--- config.mk ---
export PLATFORM = sky130hd
export DESIGN_NAME = alu_seq_display_flat
export DESIGN_NICKNAME = d
export VERILOG_FILES = /design/src/rtl/alu_seq_pkg.sv /design/src/rtl/alu_seq_display_if.sv /design/src/rtl/seg7_scan.sv /design/src/rtl/alu_seq_display.sv /design/src/flat_wrapper.sv
export SDC_FILE = /design/constraint.sdc
export NUM_CORES = 1
export LEC_CHECK = 0
export ABC_AREA = 1
export BUFFER_PORTS_ARGS = -buffer_cell sky130_fd_sc_hd__buf_2
export CELL_PAD_IN_SITES_DETAIL_PLACEMENT = 0
export CELL_PAD_IN_SITES_GLOBAL_PLACEMENT = 2
export CORE_ASPECT_RATIO = 0.8
export CORE_UTILIZATION = 30
export DETAILED_ROUTE_END_ITERATION = 10
export GPL_TIMING_DRIVEN = 1
export PLACE_DENSITY_LB_ADDON = 0.3
export SLEW_MARGIN = 0
export SYNTH_ARGS = -nofsm -noshare
export SYNTH_HDL_FRONTEND = slang
export SYNTH_HIERARCHICAL = 1
export SYNTH_SLANG_ARGS = --single-unit
--- constraint.sdc ---
create_clock -name mclk -period 2.6 [get_ports mclk]
set_clock_uncertainty 0.15 [all_clocks]
set_input_delay 0.13 -clock mclk [delete_from_list [all_inputs] [get_ports mclk]]
set_output_delay 0.13 -clock mclk [all_outputs]
set_load 0.05 [all_outputs]
--- src/rtl/alu_seq_pkg.sv ---
// Shared encodings for the sequential ALU with 7-segment readout:
// op codes, FSM state codes and the hex-to-segment decoder.
package alu_seq_pkg;

  localparam logic [1:0] OP_ADD = 2'b00;
  localparam logic [1:0] OP_SUB = 2'b01;
  localparam logic [1:0] OP_MUL = 2'b10;
  localparam logic [1:0] OP_DIV = 2'b11;

  localparam logic [0:0] ST_IDLE = 1'b0;
  localparam logic [0:0] ST_CALC = 1'b1;

  // Segment vectors are ordered {a,b,c,d,e,f,g}, active-low.
  localparam logic [6:0] SEG_E = 7'b0110000;

  function automatic logic [6:0] hex_to_seg(input logic [3:0] nib);
    logic [6:0] seg;
    case (nib)
      4'h0: seg = 7'b0000001;
      4'h1: seg = 7'b1001111;
      4'h2: seg = 7'b0010010;
      4'h3: seg = 7'b0000110;
      4'h4: seg = 7'b1001100;
      4'h5: seg = 7'b0100100;
      4'h6: seg = 7'b0100000;
      4'h7: seg = 7'b0001111;
      4'h8: seg = 7'b0000000;
      4'h9: seg = 7'b0000100;
      4'hA: seg = 7'b0001000;
      4'hB: seg = 7'b1100000;
      4'hC: seg = 7'b0110001;
      4'hD: seg = 7'b1000010;
      4'hE: seg = 7'b0110000;
      default: seg = 7'b0111000;
    endcase
    return seg;
  endfunction

endpackage

--- src/rtl/alu_seq_display_if.sv ---
// Operation request / result bus between a requester and the sequential ALU.
interface alu_seq_display_if #(
  parameter int unsigned WIDTH = 8
);
  logic                 start;
  logic [WIDTH-1:0]     in1;
  logic [WIDTH-1:0]     in2;
  logic [1:0]           op;
  logic                 busy;
  logic                 done;
  logic [2*WIDTH-1:0]   result;
  logic                 zero;
  logic                 error;

  modport master (
    output start, in1, in2, op,
    input  busy, done, result, zero, error
  );

  modport slave (
    input  start, in1, in2, op,
    output busy, done, result, zero, error
  );
endinterface

--- src/rtl/seg7_scan.sv ---
// Time-multiplexed hex display: walks one active-low digit enable per
// SCAN_DIV cycles and drives the matching nibble's segment pattern.
module seg7_scan
  import alu_seq_pkg::*;
#(
  parameter int unsigned NDIG     = 4,
  parameter int unsigned SCAN_DIV = 1024,
  parameter int unsigned RW       = 16
) (
  input  logic            i_clk,
  input  logic            i_rst,
  input  logic [RW-1:0]   i_result,
  input  logic            i_error,
  output logic [NDIG-1:0] o_select_disp,
  output logic [6:0]      o_seg
);

  localparam int unsigned CNT_W = $clog2(SCAN_DIV);
  localparam int unsigned DIG_W = (NDIG > 1) ? $clog2(NDIG) : 1;
  localparam int unsigned PAD_W = 4 * NDIG;

  logic [CNT_W-1:0] r_cnt;
  logic [DIG_W-1:0] r_dig;
  logic [NDIG-1:0]  r_sel;
  logic [6:0]       r_seg;

  logic             w_wrap;
  logic [DIG_W-1:0] w_dig_nxt;
  logic [PAD_W-1:0] w_padded;
  logic [3:0]       w_nib;

  // Enable and segments are both registered from the upcoming digit index,
  // so they always change together.
  always_comb begin
    w_wrap    = (r_cnt == CNT_W'(SCAN_DIV - 1));
    w_dig_nxt = r_dig;
    if (w_wrap) begin
      w_dig_nxt = (r_dig == DIG_W'(NDIG - 1)) ? '0 : r_dig + DIG_W'(1);
    end
    w_padded = PAD_W'(i_result);
    w_nib    = 4'(w_padded >> {w_dig_nxt, 2'b00});
  end

  always_ff @(posedge i_clk) begin
    if (i_rst) begin
      r_cnt <= '0;
      r_dig <= '0;
      r_sel <= ~NDIG'(1);
      r_seg <= hex_to_seg(4'h0);
    end else begin
      r_cnt <= w_wrap ? '0 : r_cnt + CNT_W'(1);
      r_dig <= w_dig_nxt;
      r_sel <= ~(NDIG'(1) << w_dig_nxt);
      r_seg <= i_error ? SEG_E : hex_to_seg(w_nib);
    end
  end

  assign o_select_disp = r_sel;
  assign o_seg         = r_seg;

endmodule

--- src/rtl/alu_seq_display.sv ---
// Sequential ALU (1-cycle add/sub, bit-serial shift-add multiply and
// restoring divide) whose registered result is shown on a scanned display.
module alu_seq_display
  import alu_seq_pkg::*;
#(
  parameter int unsigned WIDTH    = 8,
  parameter int unsigned NDIG     = 4,
  parameter int unsigned SCAN_DIV = 1024
) (
  input  logic            mclk,
  input  logic            rst,
  alu_seq_display_if.slave bus,
  output logic [NDIG-1:0] select_disp,
  output logic            AE,
  output logic            BE,
  output logic            CE,
  output logic            DE,
  output logic            EE,
  output logic            FE,
  output logic            GE
);

  localparam int unsigned RW = 2 * WIDTH;
  localparam int unsigned CW = $clog2(WIDTH);

  logic [0:0]       r_state;
  logic [RW-1:0]    r_a;
  logic [WIDTH-1:0] r_b;
  logic [1:0]       r_op;
  logic [RW-1:0]    r_acc;
  logic [CW-1:0]    r_cnt;
  logic [RW-1:0]    r_result;
  logic             r_zero;
  logic             r_error;
  logic             r_done;
  logic             r_busy;

  logic [0:0]       w_state_nxt;
  logic [RW-1:0]    w_a_nxt;
  logic [WIDTH-1:0] w_b_nxt;
  logic [1:0]       w_op_nxt;
  logic [RW-1:0]    w_acc_nxt;
  logic [CW-1:0]    w_cnt_nxt;
  logic [RW-1:0]    w_result_nxt;
  logic             w_zero_nxt;
  logic             w_error_nxt;
  logic             w_done_nxt;
  logic             w_finish;
  logic [RW-1:0]    w_res;
  logic             w_err;

  logic             w_last;
  logic [WIDTH:0]   w_sum;
  logic [WIDTH:0]   w_diff;
  logic [RW-1:0]    w_prod;
  logic [WIDTH:0]   w_rsh;
  logic             w_ge;
  logic [WIDTH-1:0] w_rem;
  logic [WIDTH-1:0] w_quo;
  logic [6:0]       w_seg;

  // Per-cycle datapath: r_a holds the shifting multiplicand or the
  // dividend/quotient register, r_acc the partial product or remainder.
  assign w_last = (r_cnt == CW'(WIDTH - 1));
  assign w_sum  = {1'b0, r_a[WIDTH-1:0]} + {1'b0, r_b};
  assign w_diff = {1'b0, r_a[WIDTH-1:0]} - {1'b0, r_b};
  assign w_prod = r_acc + (r_b[0] ? r_a : '0);
  assign w_rsh  = {r_acc[WIDTH-1:0], r_a[WIDTH-1]};
  assign w_ge   = (w_rsh >= {1'b0, r_b});
  assign w_rem  = WIDTH'(w_ge ? w_rsh - {1'b0, r_b} : w_rsh);
  assign w_quo  = {r_a[WIDTH-2:0], w_ge};

  always_comb begin
    w_state_nxt  = r_state;
    w_a_nxt      = r_a;
    w_b_nxt      = r_b;
    w_op_nxt     = r_op;
    w_acc_nxt    = r_acc;
    w_cnt_nxt    = r_cnt;
    w_result_nxt = r_result;
    w_zero_nxt   = r_zero;
    w_error_nxt  = r_error;
    w_done_nxt   = 1'b0;
    w_finish     = 1'b0;
    w_res        = '0;
    w_err        = 1'b0;

    case (r_state)
      ST_IDLE: begin
        if (bus.start) begin
          w_state_nxt = ST_CALC;
          w_a_nxt     = RW'(bus.in1);
          w_b_nxt     = bus.in2;
          w_op_nxt    = bus.op;
          w_acc_nxt   = '0;
          w_cnt_nxt   = '0;
        end
      end
      ST_CALC: begin
        w_cnt_nxt = r_cnt + CW'(1);
        case (r_op)
          OP_ADD: begin
            w_finish = 1'b1;
            w_res    = RW'(w_sum);
          end
          OP_SUB: begin
            w_finish = 1'b1;
            w_res    = {{(WIDTH - 1){w_diff[WIDTH]}}, w_diff};
          end
          OP_MUL: begin
            w_acc_nxt = w_prod;
            w_a_nxt   = r_a << 1;
            w_b_nxt   = r_b >> 1;
            w_finish  = w_last;
            w_res     = w_prod;
          end
          default: begin
            // Divide by zero short-circuits on the first CALC cycle.
            if (r_b == '0) begin
              w_finish = 1'b1;
              w_err    = 1'b1;
            end else begin
              w_acc_nxt = RW'(w_rem);
              w_a_nxt   = RW'(w_quo);
              w_finish  = w_last;
              w_res     = {w_rem, w_quo};
            end
          end
        endcase
        if (w_finish) begin
          w_state_nxt  = ST_IDLE;
          w_done_nxt   = 1'b1;
          w_result_nxt = w_res;
          w_zero_nxt   = (w_res == '0);
          w_error_nxt  = w_err;
        end
      end
      default: w_state_nxt = ST_IDLE;
    endcase
  end

  always_ff @(posedge mclk) begin
    if (rst) begin
      r_state  <= ST_IDLE;
      r_a      <= '0;
      r_b      <= '0;
      r_op     <= OP_ADD;
      r_acc    <= '0;
      r_cnt    <= '0;
      r_result <= '0;
      r_zero   <= 1'b1;
      r_error  <= 1'b0;
      r_done   <= 1'b0;
      r_busy   <= 1'b0;
    end else begin
      r_state  <= w_state_nxt;
      r_a      <= w_a_nxt;
      r_b      <= w_b_nxt;
      r_op     <= w_op_nxt;
      r_acc    <= w_acc_nxt;
      r_cnt    <= w_cnt_nxt;
      r_result <= w_result_nxt;
      r_zero   <= w_zero_nxt;
      r_error  <= w_error_nxt;
      r_done   <= w_done_nxt;
      r_busy   <= (w_state_nxt == ST_CALC);
    end
  end

  assign bus.busy   = r_busy;
  assign bus.done   = r_done;
  assign bus.result = r_result;
  assign bus.zero   = r_zero;
  assign bus.error  = r_error;

  seg7_scan #(
    .NDIG     (NDIG),
    .SCAN_DIV (SCAN_DIV),
    .RW       (RW)
  ) u_scan (
    .i_clk         (mclk),
    .i_rst         (rst),
    .i_result      (r_result),
    .i_error       (r_error),
    .o_select_disp (select_disp),
    .o_seg         (w_seg)
  );

  assign {AE, BE, CE, DE, EE, FE, GE} = w_seg;

endmodule

--- src/flat_wrapper.sv ---
// flat-port wrapper written by rule: the top's interface ports become plain ports
module alu_seq_display_flat import alu_seq_pkg::*;
#(
  parameter int unsigned WIDTH    = 8,
  parameter int unsigned NDIG     = 4,
  parameter int unsigned SCAN_DIV = 1024
)
  (mclk, rst, select_disp, AE, BE, CE, DE, EE, FE, GE, bus_start, bus_in1, bus_in2, bus_op, bus_busy, bus_done, bus_result, bus_zero, bus_error);
  alu_seq_display_if #(.WIDTH(WIDTH)) bus_i ();
  input  logic mclk;
  input  logic rst;
  output logic [NDIG-1:0] select_disp;
  output logic AE;
  output logic BE;
  output logic CE;
  output logic DE;
  output logic EE;
  output logic FE;
  output logic GE;
  input wire logic [$bits(bus_i.start)-1:0] bus_start;
  input wire logic [$bits(bus_i.in1)-1:0] bus_in1;
  input wire logic [$bits(bus_i.in2)-1:0] bus_in2;
  input wire logic [$bits(bus_i.op)-1:0] bus_op;
  output wire logic [$bits(bus_i.busy)-1:0] bus_busy;
  output wire logic [$bits(bus_i.done)-1:0] bus_done;
  output wire logic [$bits(bus_i.result)-1:0] bus_result;
  output wire logic [$bits(bus_i.zero)-1:0] bus_zero;
  output wire logic [$bits(bus_i.error)-1:0] bus_error;
  assign bus_i.start = bus_start;
  assign bus_i.in1 = bus_in1;
  assign bus_i.in2 = bus_in2;
  assign bus_i.op = bus_op;
  assign bus_busy = bus_i.busy;
  assign bus_done = bus_i.done;
  assign bus_result = bus_i.result;
  assign bus_zero = bus_i.zero;
  assign bus_error = bus_i.error;
  alu_seq_display #(.WIDTH(WIDTH), .NDIG(NDIG), .SCAN_DIV(SCAN_DIV)) u_core (.mclk(mclk), .rst(rst), .bus(bus_i), .select_disp(select_disp), .AE(AE), .BE(BE), .CE(CE), .DE(DE), .EE(EE), .FE(FE), .GE(GE));
endmodule
== Word-level counts from Yosys, hierarchy flattened ==
Memories as Yosys holds them, arrays and structs flattened.
Index checks and enable logic that the tools add are counted.
Storage, ports and cells
  register bits: 88
  bits in latches: 0
  RAM bits: 0
  bits in read-only memories: 112
  output and inout port bits: 31
  logic and storage cells: 79
  memories: 1
Memories
  (name not given): words 16, bits a word 7, rd ports 1, clocked after memory_dff 0, write ports 0, line alu_seq_pkg.sv:18  | case (nib)
Operators by class
  add/subtract/negate cells: 7
  multipliers: 0
  div/mod/pow operators: 0
  $lt $le $gt $ge: 1
  equality and inequality tests: 9
  shift-type cells: 2
  mux-type cells: 30
  bitwise operators: 2
  reductions and logical operators: 12
Operators by type and width (count)
  16-bit case mux with 2 select lines: 4
  16-bit two-way mux: 7
  16-bit case mux with 3 select lines: 1
  8-bit two-way mux: 3
  16-bit adder: 1
  16-bit logical NOT: 1
  8-bit case mux with 2 select lines: 1
  16-bit by 4-bit >> shifter with 4-bit output: 1
  10-bit by 1-bit adder with 10-bit output (second input constant): 1
  10-bit equality test (second input constant): 1
  8-bit by 8-bit adder with 9-bit output: 1
  9-bit by 8-bit >= comparator with 1-bit output: 1
  8-bit by 8-bit subtractor with 9-bit output: 1
  8-bit logical NOT: 1
  2-bit OR reduction: 4
  8-bit subtractor: 1
  1-bit two-way mux: 7
  6-bit two-way mux: 1
  2-bit inequality test (second input constant): 3
  3-bit case mux with 2 select lines: 1
  2-bit AND reduction: 3
  2-bit equality test (second input constant): 2
  2-bit two-way mux: 2
  4-bit inverter: 1
  12 further kinds: 13

== Logic depth before layout (Yosys ltp) ==
  word-level depth: 6
  mapped depth: 21
  depth with buffers taken out: 19

== Modules after synthesis ==
Netlist, hierarchy kept.
By module, submodules not included
  alu_seq_display: times used 1, cells an instance 850, area each 5267.6 um2, seq. area each 1301.2 um2
  seg7_scan: times used 1, cells an instance 181, area each 1416.4 um2, seq. area each 460.4 um2

== Worst setup path after synthesis ==
OpenSTA, ideal clock, no wires.
  path type: flip-flop to flip-flop
  start: reg u_core.r_b[0]
  end: reg u_core.r_zero (netlist: u_core/bus.zero)
  setup time: 0.060 ns
  arrival: 2.258 ns
  data required time: 2.390 ns
  slack: 0.133 ns
  cell stages (with the launch flop): 18
  cells stage by stage: dfxtp_1 -> buf_2 -> clkbuf_1 -> nand2_1 -> inv_1 -> ha_1 -> nand2_1 -> nand2_1 -> a21oi_1 -> nand2_1 -> or2_2 -> nand2_1 -> nand3_1 -> nor2_1 -> nand3_1 -> nor2_1 -> nand2_1 -> nand2_1
On the way
  word-level cells in the longest chain between the ends: 6
  elaborated cells between the ends (all ways): 16
RTL lines
  start: declaration: line alu_seq_display.sv:28  | logic [WIDTH-1:0] r_b;
  start signal: assignment: line alu_seq_display.sv:158  | r_b <= w_b_nxt;
  8-bit subtractor or 9-bit by 8-bit >= comparator with 1-bit output (tied branches): line alu_seq_display.sv:70, alu_seq_display.sv:69
  8-bit two-way mux: line alu_seq_display.sv:70  | assign w_rem = WIDTH'(w_ge ? w_rsh - {1'b0, r_b} : w_rsh);
  16-bit two-way mux: line alu_seq_display.sv:119  | if (r_b == '0) begin
  16-bit case mux with 3 select lines: line alu_seq_display.sv:101  | case (r_op)
  16-bit two-way mux: line alu_seq_display.sv:88  | case (r_state)
  16-bit logical NOT: line alu_seq_display.sv:134  | w_zero_nxt = (w_res == '0);
  end signal: assignment: line alu_seq_display.sv:163  | r_zero <= w_zero_nxt;
  end: declaration: line alu_seq_display.sv:33  | logic r_zero;
Parallel ways exist; a longest one is shown, timed or not. The select of a mux whose other input is x is not followed.
A chain may end at the register's enable or synchronous reset.

== Worst setup path after layout ==
Ends and elaborated chain as after synthesis.

==> flow_summary.yaml <==
outcome:
  run_status: "finished clean"
floorplanning:
  die_width_um: 169
  core_region_area_mm2: 0.0217
  std_cell_rows: 48
  start_util_pct: 30.8
  ioPinCount: 52
  die_area_mm2: 0.0229
  die_y_um: 136
logic_synthesis:
  post_synth_main_area_contributors: "sky130_fd_sc_hd__dfxtp_1 26%, sky130_fd_sc_hd__nand2_1 17%, sky130_fd_sc_hd__ha_1 9.7%, sky130_fd_sc_hd__nand3_1 8.4%, sky130_fd_sc_hd__inv_1 6.9%"
  yosys_warnings: 6
  syn_std_cell_area_mm2: 0.00668
  netlist.area_leader.share_pct: 26.4
  synth.distinct_cells: 44
  synth_cells: 1031
  ys.flop_type: "sky130_fd_sc_hd__dfxtp_1"
  synth.yosys.seq_area_share_pct: 26.4
  synth-edff-count: 0
  synth.largest_area_cell: "sky130_fd_sc_hd__dfxtp_1"
  ys_ff_latch: 88
  synth.avg_cell_area_um2: 6.48
  synthesis.nets: 1108
  postSynth.asyncResetShare_pct: 0
critical_path:
  r2r_slack_ps: 120
  cp.arrival_ps: 2640
  rr_worst_depth: 17
  critPathCaptureType: "flop"
  worstSetupPathType: "reg2reg"
  timing.rr.start: "u_core/r_b[0]"
  crit_path_start_kind: "flop"
  end_of_the_worst_register_to_register_path: "u_core/bus.zero"
  crit_fanout: 8
  worst_ep_required_time_ps: 2760
timing:
  holdWs_ps: 8.75
  max_slew_margin_pct: 35.8
  finalCritPeriodShare_pct: 95.5
  transition_time_at_the_pin_with_the_least_slew_margin_ps: 962
  grt_setup_unrepaired: "true"
  finalCriticalPeriod_ps: 2480
  timing.final.hold_violations: 0
  finalSetupViolations: 0
  finalSetupTns_ps: 0
  maxSlewViolCount: 0
  finalWorstSetupSlack_ps: 117
  max_freq_mhz: 403
global_routing:
  grt_pass1_vias: 6550
  grt_pass1_wl_um: 36800
  grt_start_max_net_pins: 41
  antenna_found_initial: 1
  gr-total-overflow: 0
  overall_global_routing_usage_pct: 21.2
cells_and_area:
  layout_commonest_cell: "sky130_fd_sc_hd__nand2_1"
  fillers: 2316
  most_frequent_cells_in_the_layout: "270 x sky130_fd_sc_hd__nand2_1, 111 x sky130_fd_sc_hd__inv_1, 93 x sky130_fd_sc_hd__nand3_1, 84 x sky130_fd_sc_hd__buf_4, 79 x sky130_fd_sc_hd__dfxtp_1"
  final_net_count: 1239
  fraction_of_final_layout_cells_with_drive_strength_greater_than_1_pct: 28.8
  register_area_mm2: 0.00178
  synthToLayoutAreaGrowth_pct: 32.2
  multiInputGateArea_mm2: 0.00482
  fin_util_pct: 40.8
clocking:
  cts_buffer_depth: 2
  clock_sink_count: 88
  tritoncts: "yes"
  cts_htree_levels: 3
  number_of_cts_inserted_buffers: 9
  cts.clk_slew.worst_paths_ps: 80
  cts.root.buffer_cell: "sky130_fd_sc_hd__clkbuf_16"
  clk_latency_ps: 360
place:
  dpl.hpwl_um: 18400
  buffer_ports.inserted: 51
  worst_setup_slack_after_placement_ps: -168
  globalplace.congestion: 0.878
run:
  cap_viol_max_count: 0
pwr:
  static-leakage-power_uw: 0.00428
  ir_worst_vdd_v: 0.000283
  pwr_density_cell_mw_per_mm2: 533
drt:
  dr.first_iter.drc_count: 514
  drc_errors: 0
  drt_pre_antenna_iters: 5
  num_vias: 7045
  post_drt_via_cell_ratio: 4.80
  final_antenna_net_count: 0
  route.final.wire_length_um: 24000
  route.detailed.wl_per_inst_um: 16.4
min_path:
  worstHoldStart: "bus_start"
  worst_hold_path.num_cells: 4
  hold-path-endpoint: "u_core/r_cnt[1]"
  hold_class: "in2reg"
==> cells in the mapped netlist (all sizes together), types with 3 or more instances <==
| library cell | instances |
|---|---|
| a21oi | 83 |
| a31oi | 5 |
| and2 | 4 |
| buf | 15 |
| clkbuf | 15 |
| dfxtp | 88 |
| fa | 4 |
| ha | 52 |
| inv | 127 |
| nand2 | 325 |
| nand3 | 119 |
| nand3b | 11 |
| nand4 | 27 |
| nor2 | 83 |
| nor3 | 6 |
| o21a | 3 |
| o21ai | 45 |
| or2 | 6 |
| xor2 | 3 |
==> registers in the layout (all words and copies together), names as in the netlist <==
| signal | count |
|---|---|
| u_core/bus.busy | 1 |
| u_core/bus.done | 1 |
| u_core/bus.error | 1 |
| u_core/bus.result | 16 |
| u_core/bus.zero | 1 |
| u_core/r_a | 16 |
| u_core/r_acc | 16 |
| u_core/r_b | 8 |
| u_core/r_cnt | 3 |
| u_core/r_op | 2 |
| u_core/u_scan/o_seg | 7 |
| u_core/u_scan/o_select_disp | 4 |
| u_core/u_scan/r_cnt | 10 |
| u_core/u_scan/r_dig | 2 |
==> kinds of logic after synthesis <==
kind of cell | synth area share, %
compound gates | 11.1
xor+xnor | 0.655
fa+ha+maj | 10.9
buf+inv | 9.38
flops | 26.4
simple gates | 41.6
==> where the power goes <==
part	switching [uW]	total (uW)	internal [uW]
sequential	87.7	1510	1420
combinational	1130	1830	704
clock	690	1370	680
total	1910	4710	2810
==> how the worst max path moves through the flow <==
| stage | start | to | slack (ps) | depth (start not counted) |
|---|---|---|---|---|
| CTS | u_core/r_b[0] | u_core/bus.zero | 8 | 15 |
| finish | u_core/r_b[0] | u_core/bus.zero | 120 | 17 |
| global placement | u_core/r_b[0] | u_core/bus.zero | -240 | 16 |
| detailed placement | u_core/r_b[0] | u_core/bus.zero | -170 | 16 |
| floorplan | u_core/r_b[0] | u_core/bus.zero | 130 | 17 |
| global route | u_core/r_b[0] | u_core/bus.zero | -70 | 19 |
==> cell type report <==
cell class,instances,share of cell area [%]
sequential,88,20.1
tap,300,4.25
clock inverter,7,0.835
multi-input combinational,786,54.6
inverter,127,5.42
clock buffer,9,2.55
timing repair buffer,150,12.2
antenna,1,0.0283
==> routing by layer <==
metal / share of wire [%] / GRT usage [%]
met2: 42 / 31.8
met4: 1.5 / 5.56
met5: 0 / 0
met1: 51 / 30.7
met3: 5.5 / 4.24
==> critical path, cell delays in order (launching register included) <==
cell and delay (ps):
sky130_fd_sc_hd__dfxtp_4 430, sky130_fd_sc_hd__buf_12 140, sky130_fd_sc_hd__nand2_1 50, sky130_fd_sc_hd__inv_1 80, sky130_fd_sc_hd__ha_4 220, sky130_fd_sc_hd__nand2_2 70, sky130_fd_sc_hd__nand2_2 60, sky130_fd_sc_hd__inv_2 60
sky130_fd_sc_hd__nand2_2 60, sky130_fd_sc_hd__buf_4 140, sky130_fd_sc_hd__nand2_1 60, sky130_fd_sc_hd__nand2_2 60, sky130_fd_sc_hd__or2_2 280, sky130_fd_sc_hd__nand3_2 120, sky130_fd_sc_hd__nand4_1 190, sky130_fd_sc_hd__nor2_1 130
sky130_fd_sc_hd__nand2_1 60, sky130_fd_sc_hd__nand2_1 50
==> stage by stage <==
stage | cells | area (um^2) | total power, uW
floorplan | 1031 | 6680 | 2620
CTS | 1460 | 8260 | 4630
global placement | 1434 | 7820 | 3230
finish | 1468 | 8840 | 4710
detailed placement | 1434 | 7820 | 3220
global route | 1467 | 8840 | 5000
==> repair_timing <==
action | CTS | global route
endpoints found under the setup margin | 3 | 17
buffers inserted | 0 | 6
hold buffers | 10 | 0
pin swaps | 1 | 26
hold endpoints to repair | 10 | 0
cloned | 0 | 1
gates resized for setup | 9 | 123
Power figures use the tool's default switching activity.
